--- src/rtl/serial_receiver.sv ---
// Serial-to-parallel receive stage: start bit, DATA_WIDTH data bits LSB first, optional even parity, stop bit.
// Optional feature macro: RX_PARITY_EN adds the parity bit, the PARITY state and rx_parity_err_o.
module serial_receiver #(
  parameter int DATA_WIDTH = 8
) (
  input  logic                  rx_sclk_i,
  input  logic                  rx_srst_i,
  input  logic                  rx_sdata_i,
  input  logic                  rx_pready_i,
  output logic [DATA_WIDTH-1:0] rx_pdata_o,
  output logic                  rx_pdata_valid_o,
  output logic                  rx_busy_o,
  output logic                  rx_frame_err_o,
  output logic                  rx_overrun_o,
  output logic                  rx_parity_err_o
);

  localparam int CNT_W = $clog2(DATA_WIDTH);

  typedef enum logic [2:0] {
    S_IDLE,
    S_DATA,
`ifdef RX_PARITY_EN
    S_PARITY,
`endif
    S_STOP,
    S_WAIT_IDLE
  } state_t;

  state_t                state;
  logic [CNT_W-1:0]      cnt;
  logic [DATA_WIDTH-1:0] shift_reg;

`ifdef RX_PARITY_EN
  logic parity_bad;
`endif

  assign rx_busy_o = (state != S_IDLE);

  always_ff @(posedge rx_sclk_i or posedge rx_srst_i) begin
    if (rx_srst_i) begin
      state            <= S_IDLE;
      cnt              <= '0;
      shift_reg        <= '0;
      rx_pdata_o       <= '0;
      rx_pdata_valid_o <= 1'b0;
      rx_frame_err_o   <= 1'b0;
      rx_overrun_o     <= 1'b0;
`ifdef RX_PARITY_EN
      rx_parity_err_o  <= 1'b0;
      parity_bad       <= 1'b0;
`endif
    end else begin
      rx_frame_err_o <= 1'b0;
      rx_overrun_o   <= 1'b0;
`ifdef RX_PARITY_EN
      rx_parity_err_o <= 1'b0;
`endif
      // NOTE: non-blocking, so a load in S_STOP below overrides this accept-clear on the same edge.
      if (rx_pdata_valid_o && rx_pready_i)
        rx_pdata_valid_o <= 1'b0;

      case (state)
        S_IDLE: begin
          if (!rx_sdata_i) begin
            state <= S_DATA;
            cnt   <= '0;
          end
        end

        S_DATA: begin
          shift_reg[cnt] <= rx_sdata_i;
          if (cnt == CNT_W'(DATA_WIDTH - 1)) begin
            cnt <= '0;
`ifdef RX_PARITY_EN
            state <= S_PARITY;
`else
            state <= S_STOP;
`endif
          end else begin
            cnt <= cnt + CNT_W'(1);
          end
        end

`ifdef RX_PARITY_EN
        S_PARITY: begin
          // Even parity: the parity bit must equal the XOR of the data bits.
          parity_bad <= (rx_sdata_i != ^shift_reg);
          state      <= S_STOP;
        end
`endif

        S_STOP: begin
          if (rx_sdata_i) begin
            if (!rx_pdata_valid_o || rx_pready_i) begin
              rx_pdata_o       <= shift_reg;
              rx_pdata_valid_o <= 1'b1;
            end else begin
              rx_overrun_o <= 1'b1;
            end
`ifdef RX_PARITY_EN
            rx_parity_err_o <= parity_bad;
`endif
            state <= S_IDLE;
          end else begin
            // Bad stop bit: drop the frame and wait out a break before hunting for a start bit.
            rx_frame_err_o <= 1'b1;
            state          <= S_WAIT_IDLE;
          end
        end

        S_WAIT_IDLE: begin
          if (rx_sdata_i)
            state <= S_IDLE;
        end

        default: state <= S_IDLE;
      endcase
    end
  end

`ifndef RX_PARITY_EN
  assign rx_parity_err_o = 1'b0;
`endif

endmodule
--- config.mk ---
export PLATFORM = sky130hd
export DESIGN_NAME = serial_receiver
export DESIGN_NICKNAME = d
export VERILOG_FILES = /design/src/rtl/serial_receiver.sv
export SDC_FILE = /design/constraint.sdc
export NUM_CORES = 1
export LEC_CHECK = 0
export ABC_AREA = 1
export CORE_UTILIZATION = 35
export DETAILED_ROUTE_END_ITERATION = 16
export SETUP_SLACK_MARGIN = 0.2
export SLEW_MARGIN = 20
export SYNTH_ARGS = -nofsm -noshare
export SYNTH_HDL_FRONTEND = slang
export SYNTH_SLANG_ARGS = --single-unit
--- constraint.sdc ---
create_clock -name rx_sclk_i -period 1.54 [get_ports rx_sclk_i]
set_clock_uncertainty 0.05 [all_clocks]
set_input_delay 0.231 -clock rx_sclk_i [delete_from_list [all_inputs] [get_ports rx_sclk_i]]
set_output_delay 0.231 -clock rx_sclk_i [all_outputs]
set_load 0.03 [all_outputs]
==> results of run 1 <==
## cells by family (layout without fill, tap and decap cells)
family | after synthesis | count (layout)
AOI/OAI and AO/OA | 8 | 8
adders and majority gates | 2 | 2
buffers and inverters | 13 | 36
DFF | 24 | 24
other | 1 | 1
and+or+nand+nor | 78 | 78
## repair_timing
action	in CTS	in global routing
pin swaps	0	1
resized for setup	24	13
buffers inserted	0	3
setup endpoints to repair	12	16
## area by class of cell
cell class | count | area [um2]
fill | 283 | 1523
inverter | 10 | 37.54
clock buffer | 3 | 22.52
tap | 31 | 38.79
multi-input combinational | 89 | 402.9
sequential | 24 | 601.8
timing repair buffer | 23 | 178.9
## layout by cell type, fill, tap and decap left out
master           Yosys  routed
nand2_1             52      52
dfrtp_1             24      23
nand3_1             11      11
inv_1                8       8
buf_4                2       8
nor2_1               9       7
o21ai_0              7       7
clkbuf_2             0       7
nor2_2               1       3
clkbuf_4             0       3
clkdlybuf4s50_1      0       3
clkdlybuf4s15_2      0       3
inv_2                2       2
nand4_1              2       2
ha_1                 2       2
clkdlybuf4s15_1      0       2
a21oi_1              1       1
nor3_1               1       1
nor2_4               1       1
nand3_2              1       1
conb_1               1       1
dfrtp_2              0       1
## report_power, final
part           leakage, nW  switching, mW  total [mW]  internal (mW)
Clock               0.0138          0.166       0.257         0.0910
Combinational        0.376          0.834        1.30          0.463
Sequential           0.293          0.199        1.12          0.917
Total                0.683           1.20        2.67           1.47
## worst min-delay path, delay by kind of cell
family,cells,cell delay [ns]
buffers and inverters,3,0.72
## worst max path at each step
| stage | start | end | depth (start not counted) |
|---|---|---|---|
| 2_1_floorplan | cnt[0]$_DFFE_PP0P_ | cnt[2]$_DFFE_PP0P_ | 4 |
| 3_3_place_gp | state[1]$_DFFE_PP0P_ | rx_busy_o | 3 |
| 3_5_place_dp | rx_sdata_i | rx_pdata_o[1]$_DFFE_PP0P_ | 5 |
| 4_1_cts | state[1]$_DFFE_PP0P_ | rx_busy_o | 3 |
| 5_1_grt | state[0]$_DFFE_PP0P_ | rx_busy_o | 3 |
| 6_report | state[1]$_DFFE_PP0P_ | rx_busy_o | 3 |
## layer usage
metal  global-route usage, %  vias to the layer above
li1                        -                      439
met1                   19.73                      386
met2                   21.18                       14
met3                   2.765                        4
met4                   5.226                        0
met5                       0                        -
## through the flow
step / setup WS (ns) / hold WS [ns] / cell area, um2
after floorplan: 0.3609 / 0.1956 / 1055
after global placement: 0.1034 / 0.4112 / 1262
after detailed placement: 0.1058 / 0.4144 / 1262
after CTS: 0.02978 / 0.2063 / 1285
after global routing: 0.1646 / 0.2484 / 1282
final: 0.2335 / 0.1990 / 1282
==> run_results.csv, run 1 <==
group,metric,value,unit
layout,antenna_cells,0,
die,ios,17,
die,dieArea,3237,um2
job,drv_cap,0,
layout,final_core_util,45.72,%
placed_design,dp.final_hpwl,1.406,mm
detailed_routing,wirelength_met1,921,um
clocking,clockBufferDepth,2,
logic_synthesis,synth-xor-area-share,0,%
setup_path,crit_type,"register to output pin",
setup_path,timing.rr.start,"cnt[0]$_DFFE_PP0P_",
timing,hold_viol_final,0,
detailed_routing,drc,0,
layout,final_layout_size_suffix_gt1_share,19.46,%
setup_path,start_kind,"register",
min_path,hp-class,"input pin to asynchronous set/reset pin",
timing,grt_setup_unrepaired,"true",
logic_synthesis,synth_ff_type,"dfrtp_1",
clocking,clock-sinks,24,
logic_synthesis,synthTopCellsByCount,"52 x nand2_1, 24 x dfrtp_1, 11 x nand3_1",
setup_path,worstReg2RegEnd,"cnt[2]$_DFFE_PP0P_",
pwr,leakagePower,0.6826,nW
pwr,powerDensity,2081,nW/um2
logic_synthesis,synthCells,126,
setup_path,crit_fanout,4,
global_route,gr-usage-all-layers,13.99,%
detailed_routing,detail_route.iter0.violations,32,
logic_synthesis,synth.largest_area_cell,"dfrtp_1",
logic_synthesis,syn_area_per_cell,8.371,um2
logic_synthesis,yosysTopAreaCellShare,56.94,%
die,core.rowCount,19,
layout,layout.nets,157,
setup_path,crit_buf_inv,2,
timing,fin_crit_sh,84.84,%
setup_path,max_stage_delay,0.43,ns
timing,finalSetupViolCount,0,
logic_synthesis,synthSimpleGateAreaFrac,31.20,%
global_route,antenna_found_initial,0,
placed_design,gp_congestion,0.7300,
timing,period_minus_slack,1.307,ns
layout,fin_cells,180,
logic_synthesis,synth_edf_count,0,
logic_synthesis,synth.area.mux_share,0,%
logic_synthesis,synth_compound_area_share,3.796,%
logic_synthesis,synthTopCellsByArea,"dfrtp_1 57%, nand2_1 19%, nand3_1 5.2%",
setup_path,ff2ff_path_depth,4,
logic_synthesis,synth_top_family_by_area,"simple AND/OR/NAND/NOR gates",
clocking,cts_root_buf,"clkbuf_4",
detailed_routing,routed-wl-met2,853,um
pwr,vdd_ir_drop_max,861.0,uV
detailed_routing,totalWireLength,1.864,mm
detailed_routing,wl_per_cell,10.36,um
logic_synthesis,synth-seq-area-share,56.94,%
setup_path,path_cells,"inv_2, nand2_1, clkbuf_2",
clocking,clk_latency,0.30,ns
global_route,grt_pass1_vias,793,
detailed_routing,ant_nets,0,
detailed_routing,vias,843,
setup_path,r2r_slack,0.32,ns
setup_path,cp.required,1.26,ns
detailed_routing,met3WireLength,59,um
die,coreArea,2805,um2
layout,synthToLayoutAreaGrowth,21.59,%
logic_synthesis,yosys_warnings,0,
placed_design,io_buffers,15,
clocking,cts_hold_buf,0,
global_route,grt_overflow,0,
logic_synthesis,syn_nets,132,
clocking,h-tree-depth,1,
global_route,grt_max_degree,25,
logic_synthesis,synth_cell_type_count,17,
die,chipWidth,56.90,um
pwr,p_total,2.669,mW
placed_design,dp_cells,174,
die,start_util,37.60,%
detailed_routing,vias_per_cell,4.683,
logic_synthesis,synth_fa_ha_area_share,2.372,%
timing,drv_slew,0,
clocking,cts_made_buffers,3,
die,die_h,56.90,um
setup_path,cp_data_arrival_time,1.03,ns
setup_path,crit_family,"flip-flops",
setup_path,slowest_stage,"dfrtp_1",
timing,fmax,765.4,MHz
detailed_routing,dr.pass1.iters,4,
logic_synthesis,yosysMostFrequentCell,"nand2_1",
logic_synthesis,async_flop_share,100.0,%
timing,finalSetupTns,0,ns
clocking,path_clk_slew,0.12,ns
global_route,grt_pass1_wl,3.484,mm
setup_path,crit_path_end_kind,"output pin",
clocking,cts_tree,"yes",
detailed_routing,maxUsedRoutingLayer,"met4",
logic_synthesis,synth_area,1055,um2
status,status,"finished clean",
logic_synthesis,synth_seq_cells,24,
Power figures use the tool's default switching activity.
==> run 2, diff against run 1 <==
==> constraint.sdc (replaced) <==
create_clock -name rx_sclk_i -period 1.29 [get_ports rx_sclk_i]
set_clock_uncertainty 0.05 [all_clocks]
set_input_delay 0.1935 -clock rx_sclk_i [delete_from_list [all_inputs] [get_ports rx_sclk_i]]
set_output_delay 0.1935 -clock rx_sclk_i [all_outputs]
set_load 0.03 [all_outputs]
==> run_results.csv, run 2 (synthesized netlist as in run 1, its figures left out) <==
group,metric,value,unit
status,status,"complete, but fails checks",
status,violations,"DRC",
setup_path,path_cells,"inv_2, nand2_2, buf_6",
global_route,grt_pass1_wl,4.236,mm
layout,final_core_util,55.13,%
die,die_h,56.90,um
setup_path,start_kind,"register",
detailed_routing,maxUsedRoutingLayer,"met4",
pwr,p_switching,1.764,mW
clocking,h-tree-depth,1,
die,coreArea,2805,um2
global_route,antenna_found_initial,0,
pwr,pwr-share-comb,57.0,%
detailed_routing,routed-wl-met2,1.170,mm
detailed_routing,vias_per_cell,4.974,
timing,finalSetupViolCount,0,
setup_path,crit_buf_inv,2,
setup_path,slowest_stage,"dfrtp_1",
detailed_routing,drc,2,
layout,layout.nets,169,
layout,synthToLayoutAreaGrowth,46.62,%
layout,mostFrequentLayoutCell,"nand2_1",
global_route,grt_max_degree,25,
detailed_routing,detail_route.iter0.violations,26,
timing,fmax,798.7,MHz
detailed_routing,ant_nets,0,
detailed_routing,wl_per_cell,11.88,um
placed_design,gp_congestion,0.7999,
die,ios,17,
die,start_util,37.60,%
clocking,clk_latency,0.31,ns
pwr,clock_power_share,9.5,%
clocking,cts_hold_buf,0,
timing,fin_crit_sh,97.06,%
setup_path,crit_path_end_kind,"output pin",
die,dieArea,3237,um2
pwr,vdd_ir_drop_max,1112,uV
timing,drv_slew,0,
setup_path,cp.required,1.05,ns
timing,finalSetupTns,0,ns
setup_path,crit_fanout,3,
clocking,cts_tree,"yes",
setup_path,crit_type,"register to output pin",
timing,timing.final.ws_setup,0.03799,ns
timing,period_minus_slack,1.252,ns
pwr,p_int,2.364,mW
detailed_routing,dr.pass1.iters,10,
clocking,clockBufferDepth,2,
clocking,cts_made_buffers,3,
clocking,clock-sinks,24,
placed_design,dp_cells,175,
pwr,powerDensity,2669,nW/um2
timing,grt_setup_unrepaired,"true",
global_route,grt_pass1_vias,1008,
timing,hold_ws,0.1294,ns
placed_design,dp.final_hpwl,1.454,mm
placed_design,place_ws,-0.1232,ns
die,core.rowCount,19,
pwr,leakagePower,0.7796,nW
clocking,cts_root_buf,"clkbuf_4",
clocking,path_clk_slew,0.13,ns
placed_design,placed_area,1286,um2
setup_path,r2r_slack,0.10,ns
global_route,gr-usage-all-layers,17.08,%
job,drv_cap,0,
layout,antenna_cells,0,
layout,fin_area,1546,um2
layout,fin_cells,193,
setup_path,cp_data_arrival_time,1.01,ns
detailed_routing,totalWireLength,2.292,mm
layout,final_cell_mix,"47 x nand2_1, 20 x dfrtp_1, 17 x buf_4",
placed_design,io_buffers,15,
die,chipWidth,56.90,um
detailed_routing,wirelength_met1,983,um
pwr,p_total,4.128,mW
min_path,hp-class,"input pin to asynchronous set/reset pin",
global_route,grt_overflow,0,
setup_path,crit_family,"flip-flops",
timing,hold_viol_final,0,
pwr,swShare,42.73,%
detailed_routing,vias,960,
pwr,seq_power_share,33.5,%
detailed_routing,met3WireLength,77,um
setup_path,max_stage_delay,0.41,ns
layout,final_layout_size_suffix_gt1_share,38.27,%
run 2: cell types whose count changed in the layout (fill, tap and decap cells not counted), moves of 3 or more:
cell | previous run | this run
nand3_4 | 0 | 3
buf_6 | 0 | 14
nand2_1 | 52 | 47
dfrtp_2 | 1 | 4
dfrtp_1 | 23 | 20
clkdlybuf4s15_2 | 3 | 0
buf_4 | 8 | 17
nand2_2 | 0 | 5
o21ai_1 | 0 | 3
o21ai_0 | 7 | 1
o21ai_2 | 0 | 3
clkbuf_2 | 7 | 0
run 2: path summary, 6_finish.rpt:
kind                                             endpoint  depth (start not counted)                      from
worst max-delay path                            rx_busy_o                          3      state[1]$_DFFE_PP0P_
worst min-delay path            rx_pdata_o[7]$_DFFE_PP0P_                          3                 rx_srst_i
worst max register to register   shift_reg[0]$_DFFE_PP0P_                          7      state[0]$_DFFE_PP0P_
worst min register to register   shift_reg[1]$_DFFE_PP0P_                          2  shift_reg[1]$_DFFE_PP0P_
max in group asynchronous              cnt[2]$_DFFE_PP0P_                          3                 rx_srst_i
min in group rx_sclk_i           shift_reg[1]$_DFFE_PP0P_                          2  shift_reg[1]$_DFFE_PP0P_
run 2: power by group through the flow:
stage	sequential, mW	combinational (mW)	clock [mW]
6_report	1.38	2.35	0.392
5_1_grt	1.43	2.58	0.443
4_1_cts	1.37	2.07	0.410
3_5_place_dp	1.36	1.61	0
3_3_place_gp	1.35	1.58	0
2_1_floorplan	1.59	0.834	0
run 2: per-layer routing:
| layer | GRT usage [%] | vias to the layer above |
|---|---|---|
| met5 | 0 | - |
| met3 | 2.535 | 7 |
| met2 | 29.24 | 21 |
| li1 | - | 466 |
| met1 | 20.68 | 466 |
| met4 | 8.711 | 0 |
run 2: final cells by class:
class	instances	area, um2
clock buffer	4	36.28
fill	258	1259
inverter	10	37.54
multi-input combinational	89	493.0
sequential	24	605.6
tap	31	38.79
timing repair buffer	35	335.3
run 2: tightest hold or removal path, stage by stage:
cell and delay [ns]:
clkdlybuf4s50_1 0.39, inv_1 0.09, buf_12 0.18
run 2: what timing repair did:
item                       CTS  global route
pin swaps                    5             7
setup buffers                8             5
setup endpoints to repair   31            34
gates cloned                 1             0
gates resized for setup     71            16
==> run 3, diff against run 2 <==
--- a/config.mk
+++ b/config.mk
@@ -6,8 +6,12 @@
 export NUM_CORES = 1
 export LEC_CHECK = 0
 export ABC_AREA = 1
+export CELL_PAD_IN_SITES_DETAIL_PLACEMENT = 0
+export CELL_PAD_IN_SITES_GLOBAL_PLACEMENT = 1
 export CORE_UTILIZATION = 35
 export DETAILED_ROUTE_END_ITERATION = 16
+export HOLD_SLACK_MARGIN = 0.15
+export PLACE_DENSITY_LB_ADDON = 0.1
 export SETUP_SLACK_MARGIN = 0.2
 export SLEW_MARGIN = 20
 export SYNTH_ARGS = -nofsm -noshare
==> run_results.csv, run 3 (synthesized netlist as in run 1, its figures left out) <==
group,metric,value,unit
setup_path,r2r_slack,0.14,ns
clocking,clock-sinks,24,
layout,fin_cells,197,
placed_design,gp_congestion,0.7072,
setup_path,cp.required,1.05,ns
detailed_routing,dr.pass1.iters,10,
layout,nFillCells,257,
clocking,path_clk_slew,0.12,ns
global_route,gr-usage-all-layers,15.89,%
layout,final_core_util,56.69,%
clocking,clockBufferDepth,2,
placed_design,dp.final_hpwl,1.460,mm
die,coreArea,2805,um2
setup_path,critPathLaunch,"state[0]$_DFFE_PP0P_",
global_route,use_met2,26.72,%
placed_design,io_buffers,15,
setup_path,crit_fanout,2,
global_route,gr-usage-met3,2.765,%
die,core.rowCount,19,
die,dieArea,3237,um2
setup_path,crit_type,"register to output pin",
global_route,grt_pass1_wl,3.877,mm
timing,fin_crit_sh,94.10,%
detailed_routing,vias_per_cell,4.711,
die,start_util,37.60,%
min_path,hp-class,"register to register",
status,violations,"DRC",
setup_path,slowest_stage,"dfrtp_1",
detailed_routing,wl_per_cell,11.42,um
detailed_routing,vias,928,
setup_path,ff2ff_path_depth,6,
detailed_routing,totalWireLength,2.249,mm
timing,drv_slew,0,
detailed_routing,detail_route.iter0.violations,24,
setup_path,cp_data_arrival_time,0.97,ns
setup_path,worstReg2RegEnd,"shift_reg[4]$_DFFE_PP0P_",
placed_design,dp_cells,176,
die,ios,17,
layout,mostFrequentLayoutCell,"nand2_1",
global_route,met1_usage,19.73,%
timing,grt_setup_unrepaired,"true",
timing,hold_ws,0.4407,ns
global_route,grt_busiest_layer,"met2",
clocking,h-tree-depth,1,
clocking,cts_root_buf,"clkbuf_4",
layout,final_layout_size_suffix_gt1_share,38.55,%
setup_path,max_stage_delay,0.41,ns
timing,hold_viol_final,0,
die,die_h,56.90,um
layout,synthToLayoutAreaGrowth,50.77,%
global_route,grt_max_degree,25,
detailed_routing,ant_nets,0,
min_path,hold_end,"rx_pdata_o[3]$_DFFE_PP0P_",
timing,finalSetupViolCount,0,
detailed_routing,drc,4,
clocking,clk_latency,0.31,ns
global_route,grt_overflow,0,
die,chipWidth,56.90,um
setup_path,timing.rr.start,"state[1]$_DFFE_PP0P_",
pwr,vdd_ir_drop_max,1088,uV
setup_path,crit_path_end_kind,"output pin",
timing,fmax,823.8,MHz
layout,layout.nets,173,
job,drv_cap,0,
clocking,cts_made_buffers,3,
global_route,antenna_found_initial,0,
status,status,"complete, but fails checks",
setup_path,start_kind,"register",
layout,antenna_cells,0,
pwr,p_total,4.181,mW
pwr,leakagePower,0.8000,nW
layout,final_cell_mix,"47 x nand2_1, 20 x buf_4, 20 x dfrtp_1",
setup_path,path_cells,"inv_2, nand2_2, buf_6",
global_route,grt_pass1_vias,887,
pwr,powerDensity,2629,nW/um2
min_path,min_path_cells,2,
min_path,min_from,"shift_reg[3]$_DFFE_PP0P_",
timing,period_minus_slack,1.214,ns
clocking,cts_tree,"yes",
==> run 3: per-layer routing <==
layer | up-vias | routed length [um]
met5 | - | 0
met4 | 0 | 30
met3 | 3 | 52
met2 | 15 | 1119
met1 | 436 | 1047
li1 | 474 | -
==> run 3: how the worst max path moves through the flow <==
stage / slack [ns] / endpoint / depth (start not counted)
floorplan: 0.19 / cnt[2]$_DFFE_PP0P_ / 4
global placement: -0.05 / rx_pdata_o[0]$_DFFE_PP0P_ / 5
detailed placement: -0.09 / rx_pdata_o[2]$_DFFE_PP0P_ / 7
CTS: 0.07 / rx_busy_o / 3
global route: 0.002 / rx_busy_o / 3
finish: 0.08 / rx_busy_o / 3
==> run 3: area by class of cell <==
cell class,instances,area [um2],share of cell area [%]
Sequential cell,24,605.6,38.08
Multi-Input combinational cell,89,504.2,31.71
Timing Repair Buffer,39,367.9,23.13
Tap cell,31,38.79,2.439
Inverter,10,37.54,2.360
Clock buffer,4,36.28,2.282
==> run 3: stage by stage <==
stage	worst slack, ns	area (um2)	TNS [ns]
detailed placement	-0.08671	1301	-0.6643
global route	0.001702	1590	0
global placement	-0.05218	1301	-0.4490
finish	0.07608	1590	0
floorplan	0.1925	1071	0
CTS	0.06555	1526	0
==> run 3: report_power, final <==
group / internal, mW / total (mW) / switching [mW]
Sequential: 1.10 / 1.37 / 0.265
Combinational: 1.14 / 2.42 / 1.29
Clock: 0.173 / 0.391 / 0.218
Total: 2.41 / 4.18 / 1.77
==> run 3: repair_timing <==
action,CTS,global route
endpoints found under the hold margin,24,0
setup buffers,13,2
endpoints found under the setup margin,30,33
cloned,1,0
pin swaps,4,6
hold buffers,1,0
gates resized for setup,86,19
==> run 3: worst max-delay path, delay by kind of cell (launching register included) <==
family / cells / cell delay [ns]
and+or+nand+nor: 1 / 0.05
DFF: 1 / 0.41
buffers and inverters: 2 / 0.20
==> patch (flow settings as in run 3) <==
`DATA_WIDTH`: 8 -> 4.
--- a/src/rtl/serial_receiver.sv
+++ b/src/rtl/serial_receiver.sv
@@ -3,3 +3,3 @@
 module serial_receiver #(
-  parameter int DATA_WIDTH = 8
+  parameter int DATA_WIDTH = 4
 ) (
Ports: changed (resized rx_pdata_o); port bits go from 17 to 13. The function was not compared with the original's and may differ.
==> patch against run 3 <==
- die area decreased by 34%
- worst setup slack better by 0.035 ns
- synthesized area is 35% lower
- sequential share of layout area grew 0.81 points
- via count fell by 40%
- non-clock buffer count is 14 lower
- design area shrank 39%
- power is 45% lower
- critical endpoint unchanged
- sequential cell count is 9 lower
- largest power group unchanged
- count of clock-buffer cells in the layout unchanged
- routed wire length shrank 41%
- combinational power decreased by 50%
==> patch: results (changes against run 3) <==
run_status:
  status: "finished clean"
clocking:
  clkTransAtPathRegs_ns: 0.09  # -0.03 ns
  worstSkewPairLatency_ns: 0.28  # -0.03 ns
  numCtsBuffers: 3  # unchanged
placement:
  dp_hpwl_um: 903.1  # -38%
  io_buffers: 11  # -4
  dpl_cell_area_um2: 843.3  # -35%
  dp_slack_ns: 0.02015  # +0.1069 ns
  gp_congestion: 0.7173  # +1.4%
power_and_ir_drop:
  ir_drop_v: 0.001162  # +6.8%
  leakagePower_nw: 0.4949  # -38%
  cell_internal_pwr_mw: 1.355  # -44%
critical_path:
  r2r-end: "shift_reg[3]"
  r2r_cells: 5  # -1
  critPathMaxFanout: 2  # unchanged
  cp_data_arrival_time_ns: 0.94  # -0.03 ns
drt:
  wl_per_cell_um: 10.65  # -6.7%
  viasPerCell: 4.476  # -5.0%
  dr.pass1.iters: 4  # -6
  dr_total_vias: 555  # -40%
  initialDrtViolationCount: 9  # -63%
synth:
  syn_nets: 80  # -39%
  async_reset_ff_frac: 1.000  # unchanged
  synth_commonest_cells: "23 x nand2_1, 15 x dfrtp_1, 6 x inv_1"
  ys_warn_count: 0  # unchanged
  ys_top_cells_by_area: "dfrtp_1 55%, nand2_1 13%, ha_1 7.3%, nand4_1 3.7%, inv_1 3.3%"
  syn_area_per_cell_um2: 9.471  # +13%
  seq_area_frac_synth: 0.5505  # -0.01894
  synth_top_area_share: 0.5505  # -0.01894
cells_and_area:
  nets: 108  # -38%
  layout-drive-gt1-share: 0.4040  # +0.01850
  fillers: 174  # -32%
  diodes: 0  # unchanged
  fin_util: 0.5432  # -0.02375
timing:
  whs_ns: 0.1606  # -0.2801 ns
global_route:
  grt_pass1_wl_mm: 2.097  # -46%
  antenna_found_initial: 0  # unchanged
  grt_max_degree: 16  # -36%
  first_global_vias: 460  # -48%
  grt_usage: 0.1493  # -0.009681
min_path:
  hp-class: "input pin to asynchronous set/reset pin"
[patch: worst max path at each step]
stage	start	to	slack, ns	cells after the start
floorplan	rx_pdata_valid_o	rx_pdata_o[0]	0.21	4
global placement	rx_sdata_i	cnt[0]	0.03	5
detailed placement	rx_sdata_i	cnt[0]	0.02	5
CTS	state[0]	rx_busy_o	0.11	3
global route	state[0]	rx_busy_o	0.06	3
finish	state[1]	rx_busy_o	0.11	3
[patch: timing repair]
action	4_1_cts	5_1_grt
gates resized for setup	45	16
pin swaps	3	2
setup endpoints to repair	13	19
buffers inserted	7	2
[patch: cells by family (layout without fill, tap and decap cells)]
kind of cell	count (synthesis)	in the layout	synth area share
other	1	1	0.005499
flip-flops	15	15	0.5505
buffers and inverters	10	37	0.06605
adder cells (fa/ha/maj)	4	4	0.07340
AO/OA/AOI/OAI	8	8	0.06422
AND/OR/NAND/NOR	34	34	0.2403
[patch: power groups by stage]
stage	logic [mW]	registers, mW	clock network, mW
floorplan	0.481	0.943	0
global placement	0.892	0.821	0
detailed placement	0.906	0.831	0
CTS	1.10	0.802	0.278
global route	1.34	0.841	0.305
finish	1.22	0.815	0.265
[patch: layout make-up]
| cell class | instances | share of cell area |
|---|---|---|
| repair buffers | 25 | 0.2261 |
| clock buffers | 4 | 0.02713 |
| well taps | 25 | 0.03230 |
| multi-input cells | 47 | 0.2946 |
| inverters | 8 | 0.03101 |
| flip-flops and latches | 15 | 0.3889 |
[patch: critical path, delay by kind of cell, from the launching register on]
kind / cells / cell delay [ns]
buf+inv: 2 / 0.20
flops: 1 / 0.41
simple gates: 1 / 0.05
[patch: routing by layer]
metal,part of all wire,global-route usage
met5,0,0
met4,0.0091,0.08824
met3,0.051,0.04706
met2,0.48,0.2113
met1,0.46,0.1971
